### src/rtl/ifid_skid_buffer_pkg.sv
// Shared ISA constants for the IF/ID boundary: NOP encoding, named opcodes and the
// ImmdLocation select encoding consumed by the sign extender.
package isa_pkg;

  localparam logic [4:0] OP_HALT = 5'b00000;
  localparam logic [4:0] OP_NOP  = 5'b00001;
  localparam logic [4:0] OP_J    = 5'b00100;
  localparam logic [4:0] OP_ADDI = 5'b01000;

  localparam logic [15:0] NOP_INSTR = 16'h0800;

  typedef enum logic [1:0] {
    IMMD_5B   = 2'd0,
    IMMD_8B   = 2'd1,
    IMMD_11B  = 2'd2,
    IMMD_BIT0 = 2'd3
  } immd_loc_e;

endpackage

### src/rtl/ifid_skid_buffer_if.sv
// Fetch-side and decode-side handshake bundle of the IF/ID skid buffer.
// The slave modport is the buffer itself; master is the surrounding pipeline.
interface ifid_skid_buffer_if #(
  parameter int INSTR_W = 16,
  parameter int PC_W    = 16
);
  logic               if_valid;
  logic               if_ready;
  logic [INSTR_W-1:0] if_instr;
  logic [PC_W-1:0]    if_pc_inc;
  logic               flush;
  logic               id_stall;
  logic               id_valid;
  logic [INSTR_W-1:0] id_instr;
  logic [PC_W-1:0]    id_pc_inc;
  logic [1:0]         id_immd_loc;
  logic [1:0]         occupancy;

  modport slave (
    input  if_valid, if_instr, if_pc_inc, flush, id_stall,
    output if_ready, id_valid, id_instr, id_pc_inc, id_immd_loc, occupancy
  );

  modport master (
    output if_valid, if_instr, if_pc_inc, flush, id_stall,
    input  if_ready, id_valid, id_instr, id_pc_inc, id_immd_loc, occupancy
  );
endinterface

### src/rtl/ifid_skid_buffer_immd_loc_decoder.sv
// Opcode to ImmdLocation select; purely combinational so the hazard unit can reuse it.
module immd_loc_decoder
  import isa_pkg::*;
(
  input  logic [4:0] opcode,
  output logic [1:0] loc
);
  immd_loc_e loc_e;

  always_comb begin
    loc_e = IMMD_BIT0;
    unique case (opcode)
      OP_ADDI, 5'b01001, 5'b01010, 5'b01011,
      5'b10100, 5'b10101, 5'b10110, 5'b10111,
      5'b10000, 5'b10001, 5'b10011:             loc_e = IMMD_5B;
      5'b01100, 5'b01101, 5'b01110, 5'b01111,
      5'b11000, 5'b10010, 5'b00101, 5'b00111:   loc_e = IMMD_8B;
      OP_J, 5'b00110:                           loc_e = IMMD_11B;
      OP_HALT, OP_NOP:                          loc_e = IMMD_BIT0;
      default:                                  loc_e = IMMD_BIT0;
    endcase
  end

  assign loc = loc_e;
endmodule

### src/rtl/ifid_skid_buffer.sv
// IF/ID skid buffer: two registered entries addressed by toggling rd/wr pointer bits,
// flush on redirect, NOP presented to decode whenever the buffer is empty.
module ifid_skid_buffer
  import isa_pkg::*;
#(
  parameter int INSTR_W = 16,
  parameter int PC_W    = 16,
  parameter int DEPTH   = 2
) (
  input logic              clk,
  input logic              rst,
  ifid_skid_buffer_if.slave bus
);
  localparam logic [1:0] FULL = 2'(DEPTH);

  logic [1:0]         count_q, count_d;
  logic               rd_ptr_q, rd_ptr_d;
  logic               wr_ptr_q, wr_ptr_d;
  logic [INSTR_W-1:0] instr_q [2];
  logic [INSTR_W-1:0] instr_d [2];
  logic [PC_W-1:0]    pc_q [2];
  logic [PC_W-1:0]    pc_d [2];
  logic               push, pop;

  assign bus.if_ready = (count_q < FULL);
  assign push = bus.if_valid && bus.if_ready && !bus.flush;
  assign pop  = bus.id_valid && !bus.id_stall && !bus.flush;

  always_comb begin
    count_d  = count_q;
    rd_ptr_d = rd_ptr_q;
    wr_ptr_d = wr_ptr_q;
    instr_d  = instr_q;
    pc_d     = pc_q;
    if (bus.flush) begin
      count_d  = '0;
      rd_ptr_d = 1'b0;
      wr_ptr_d = 1'b0;
    end else begin
      if (push) begin
        instr_d[wr_ptr_q] = bus.if_instr;
        pc_d[wr_ptr_q]    = bus.if_pc_inc;
        wr_ptr_d          = ~wr_ptr_q;
      end
      if (pop) rd_ptr_d = ~rd_ptr_q;
      if (push && !pop)      count_d = count_q + 2'd1;
      else if (pop && !push) count_d = count_q - 2'd1;
    end
  end

  always_ff @(posedge clk) begin
    if (rst) begin
      count_q  <= '0;
      rd_ptr_q <= 1'b0;
      wr_ptr_q <= 1'b0;
      instr_q  <= '{default: '0};
      pc_q     <= '{default: '0};
    end else begin
      count_q  <= count_d;
      rd_ptr_q <= rd_ptr_d;
      wr_ptr_q <= wr_ptr_d;
      instr_q  <= instr_d;
      pc_q     <= pc_d;
    end
  end

  assign bus.id_valid  = (count_q != 2'd0);
  assign bus.occupancy = count_q;
  // Stale payload stays in the entries after a pop; emptiness is masked here instead.
  assign bus.id_instr  = bus.id_valid ? instr_q[rd_ptr_q] : INSTR_W'(NOP_INSTR);
  assign bus.id_pc_inc = bus.id_valid ? pc_q[rd_ptr_q] : '0;

  immd_loc_decoder u_immd_loc_decoder (
    .opcode (bus.id_instr[INSTR_W-1 -: 5]),
    .loc    (bus.id_immd_loc)
  );
endmodule

### src/flat_wrapper.sv
// flat-port wrapper written by rule: the top's interface ports become plain ports
module ifid_skid_buffer_flat import isa_pkg::*;
#(
  parameter int INSTR_W = 16,
  parameter int PC_W    = 16,
  parameter int DEPTH   = 2
)
  (clk, rst, bus_if_valid, bus_if_instr, bus_if_pc_inc, bus_flush, bus_id_stall, bus_if_ready, bus_id_valid, bus_id_instr, bus_id_pc_inc, bus_id_immd_loc, bus_occupancy);
  ifid_skid_buffer_if #(.INSTR_W(INSTR_W), .PC_W(PC_W)) bus_i ();
  input logic clk;
  input logic rst;
  input wire logic [$bits(bus_i.if_valid)-1:0] bus_if_valid;
  input wire logic [$bits(bus_i.if_instr)-1:0] bus_if_instr;
  input wire logic [$bits(bus_i.if_pc_inc)-1:0] bus_if_pc_inc;
  input wire logic [$bits(bus_i.flush)-1:0] bus_flush;
  input wire logic [$bits(bus_i.id_stall)-1:0] bus_id_stall;
  output wire logic [$bits(bus_i.if_ready)-1:0] bus_if_ready;
  output wire logic [$bits(bus_i.id_valid)-1:0] bus_id_valid;
  output wire logic [$bits(bus_i.id_instr)-1:0] bus_id_instr;
  output wire logic [$bits(bus_i.id_pc_inc)-1:0] bus_id_pc_inc;
  output wire logic [$bits(bus_i.id_immd_loc)-1:0] bus_id_immd_loc;
  output wire logic [$bits(bus_i.occupancy)-1:0] bus_occupancy;
  assign bus_i.if_valid = bus_if_valid;
  assign bus_i.if_instr = bus_if_instr;
  assign bus_i.if_pc_inc = bus_if_pc_inc;
  assign bus_i.flush = bus_flush;
  assign bus_i.id_stall = bus_id_stall;
  assign bus_if_ready = bus_i.if_ready;
  assign bus_id_valid = bus_i.id_valid;
  assign bus_id_instr = bus_i.id_instr;
  assign bus_id_pc_inc = bus_i.id_pc_inc;
  assign bus_id_immd_loc = bus_i.id_immd_loc;
  assign bus_occupancy = bus_i.occupancy;
  ifid_skid_buffer #(.INSTR_W(INSTR_W), .PC_W(PC_W), .DEPTH(DEPTH)) u_core (.clk(clk), .rst(rst), .bus(bus_i));
endmodule
### config.mk
export PLATFORM = sky130hd
export DESIGN_NAME = ifid_skid_buffer_flat
export DESIGN_NICKNAME = d
export VERILOG_FILES = /design/src/rtl/ifid_skid_buffer_pkg.sv /design/src/rtl/ifid_skid_buffer_if.sv /design/src/rtl/ifid_skid_buffer_immd_loc_decoder.sv /design/src/rtl/ifid_skid_buffer.sv /design/src/flat_wrapper.sv
export SDC_FILE = /design/constraint.sdc
export NUM_CORES = 1
export LEC_CHECK = 0
export ABC_CLOCK_PERIOD_IN_PS = 3050
export BUFFER_PORTS_ARGS = -buffer_cell sky130_fd_sc_hd__buf_2
export CAP_MARGIN = 40
export CORE_ASPECT_RATIO = 0.5
export CORE_MARGIN = 1
export CORE_UTILIZATION = 46
export CTS_CLUSTER_SIZE = 12
export DETAILED_ROUTE_END_ITERATION = 12
export HOLD_SLACK_MARGIN = 0.02
export PLACE_DENSITY = 0.71
export SYNTH_ARGS = -nofsm -noshare
export SYNTH_HDL_FRONTEND = slang
export SYNTH_HIERARCHICAL = 1
export SYNTH_SLANG_ARGS = --single-unit
### constraint.sdc
create_clock -name clk -period 3.05 [get_ports clk]
set_input_delay 0.915 -clock clk [delete_from_list [all_inputs] [get_ports clk]]
set_output_delay 0.915 -clock clk [all_outputs]
set_load 0.05 [all_outputs]
==> results.yml <==
floorplan:
  initial_core_util_pct: 48.3
  die-height_um: 58.8
  rows: 20
  pin_count: 75
  chipWidth_um: 116
  die_area_sq_um: 6810
  coreArea_sq_um: 6160
setup_path:
  crit_path_end_kind: "output pin"
  start_kind: "flop"
  path_class: "reg -> out"
  cp_data_required_time_ns: 2.13
  cp_max_fo: 14
  cp.arrival_ns: 2.00
global_routing:
  grt_max_degree: 40
  antenna_found_initial: 0
  gr-usage-all-layers_pct: 22.4
  grt_overflow_total: 0
  grt_pass1_vias: 2447
  grt_pass1_wl_um: 11500
logic_synthesis:
  yosysTopAreaCell: "dfxtp_1"
  synth-edff-count: 0
  ys_seq_area_share_pct: 45.8
  synth-main-ff-cell: "dfxtp_1"
  synth_top_area_share_pct: 45.8
  ys_seq_elements: 68
  syn_avg_cell_area_sq_um: 7.72
  synth_area_leaders: "dfxtp_1, nand2_1, a21oi_1, mux2i_1, nor2_1"
  ys_async_sr_fraction_pct: 0
  ys_types: 25
  synth_area_sq_um: 2970
  ys_top_cells_by_count: "nand2_1, dfxtp_1, a21oi_1"
  postSynthCellCount: 385
  synth_most_common_cell: "nand2_1"
  synth.net_count: 423
  ys_warn_count: 6
clock_tree:
  ctsHoldBuffers: 0
  cts_sinks: 68
  clkLatencyLatePin_ns: 0.32
  cts.path.max_buffers: 2
  htreeDepth: 3
  numCtsBuffers: 9
  cts_resized: 0
  cts_tree: "done"
  cts_setup_buffers: 0
  clkTransAtPathRegs_ns: 0.05
  cts_root_buf: "clkbuf_16"
power:
  power_w: 0.00208
  leakage_nw: 1.38
  vdd_ir_drop_max_mv: 0.279
  powerDensity_nw_per_um2: 561
cells_and_area:
  multi_input_area_sq_um: 1510
  seqCellArea_sq_um: 1370
  diodes: 0
  fillers: 599
  nets: 487
  layout-drive-gt1-share_pct: 24.5
  area_delta_synth_final_pct: 24.6
  fin_util_pct: 60.2
sta:
  post-route-min-period_ns: 2.92
  rsz0062_at_grt: "no"
  final.setup.worst_slack_ns: 0.133
  hold_ws_ns: 0.453
  drv_slew: 0
  setup_violations: 0
  finalCritPeriodShare_pct: 95.6
  worstMarginPinSlew_ns: 0.741
  hold_violations: 0
  tns_ns: 0
  worst_clock_skew_ns: 0.00563
  slew_headroom_pct: 50.6
  max_freq_ghz: 0.343
detailed_routing:
  wl_per_cell_um: 13.0
  drtIter0Drc: 99
  drc: 0
  routed_wl_um: 7040
  drtPass1Iterations: 4
  avgViaCountPerCell: 5.01
  drtAntennaViolNets: 0
  via_count: 2712
min_path:
  hp-class: "reg -> reg"
placed_design:
  pre_cts_slack_ns: 0.477
  portBuffers: 74
  routabilityCongestion: 0.756
  dp_hpwl_um: 4410
outcome:
  status: "finished clean"
run:
  maxCapViolCount: 0
[final cells by class]
cell class	count	area share, %
inverter	2	0.203
clock buffer	13	7.03
multi-input combinational	285	40.8
clock inverter	2	0.270
sequential	68	36.9
timing repair buffer	83	11.8
tap	88	2.97
[power by group]
part	switching (W)	internal (W)	total [W]	leakage [nW]
combinational	0.000141	0.0000699	0.000211	0.693
sequential	0.0000179	0.000917	0.000935	0.553
clock	0.000345	0.000587	0.000932	0.135
[routing by layer]
layer,track usage [%],part of all wire [%]
met2,37.2,47
met3,5.66,6.0
met1,28.6,46
met5,0,0
met4,8.24,0.63
[placed cells by master (no fill, tap or decap), drive strengths merged]
cell type  Yosys  routed
ha             1       1
nand4bb        1       1
and2b          1       1
inv            2       2
o21a           1       1
nor4bb         1       1
a21oi         67      67
or3            3       3
buf           14      83
nor3b          1       1
xnor2          1       1
nor4b          1       1
or4b           1       1
or2            1       1
nand2        131     131
clkinv         0       2
a211o          1       1
or2b           1       1
dfxtp         68      68
xor2           2       2
o21ai          2       2
nor2          35      35
clkbuf        16      13
o311ai         1       1
mux2i         32      32
[flip-flops by register name, indices dropped and copies added (netlist names)]
register	count
u_core/bus.occupancy	2
u_core/pc_q	32
u_core/instr_q	32
u_core/rd_ptr_q	1
u_core/wr_ptr_q	1
[kinds of logic (layout without fill, tap and decap cells)]
kind of cell / after synthesis / count (layout) / share of synthesized area [%]
fa+ha+maj: 1 / 1 / 0.421
xor+xnor: 3 / 3 / 0.884
flops: 68 / 68 / 45.8
mux: 32 / 32 / 10.8
compound gates: 72 / 72 / 12.5
buf+inv: 32 / 100 / 5.47
simple gates: 177 / 177 / 24.1
[through the flow]
step | cells | area, sq um
finish | 541 | 3700
global route | 541 | 3700
CTS | 541 | 3700
detailed placement | 526 | 3430
global placement | 526 | 3430
floorplan | 385 | 3010
[worst paths after layout]
check / start / endpoint / slack, ns / cells after the start
worst min-delay path: u_core/instr_q[28] / u_core/instr_q[28] / 0.45 / 2
worst max-delay path: u_core/rd_ptr_q / bus_id_immd_loc[0] / 0.13 / 6
worst min register to register: u_core/instr_q[28] / u_core/instr_q[28] / 0.45 / 2
worst max register to register: u_core/bus.occupancy[1] / u_core/bus.occupancy[1] / 0.96 / 6
[worst max-delay path, stage by stage (launching register included)]
cell,delay [ns]
dfxtp_2,0.57
mux2i_1,0.26
nand2_2,0.10
or2b_1,0.22
a21oi_1,0.15
o21a_2,0.13
buf_2,0.25
Power figures use the tool's default switching activity.
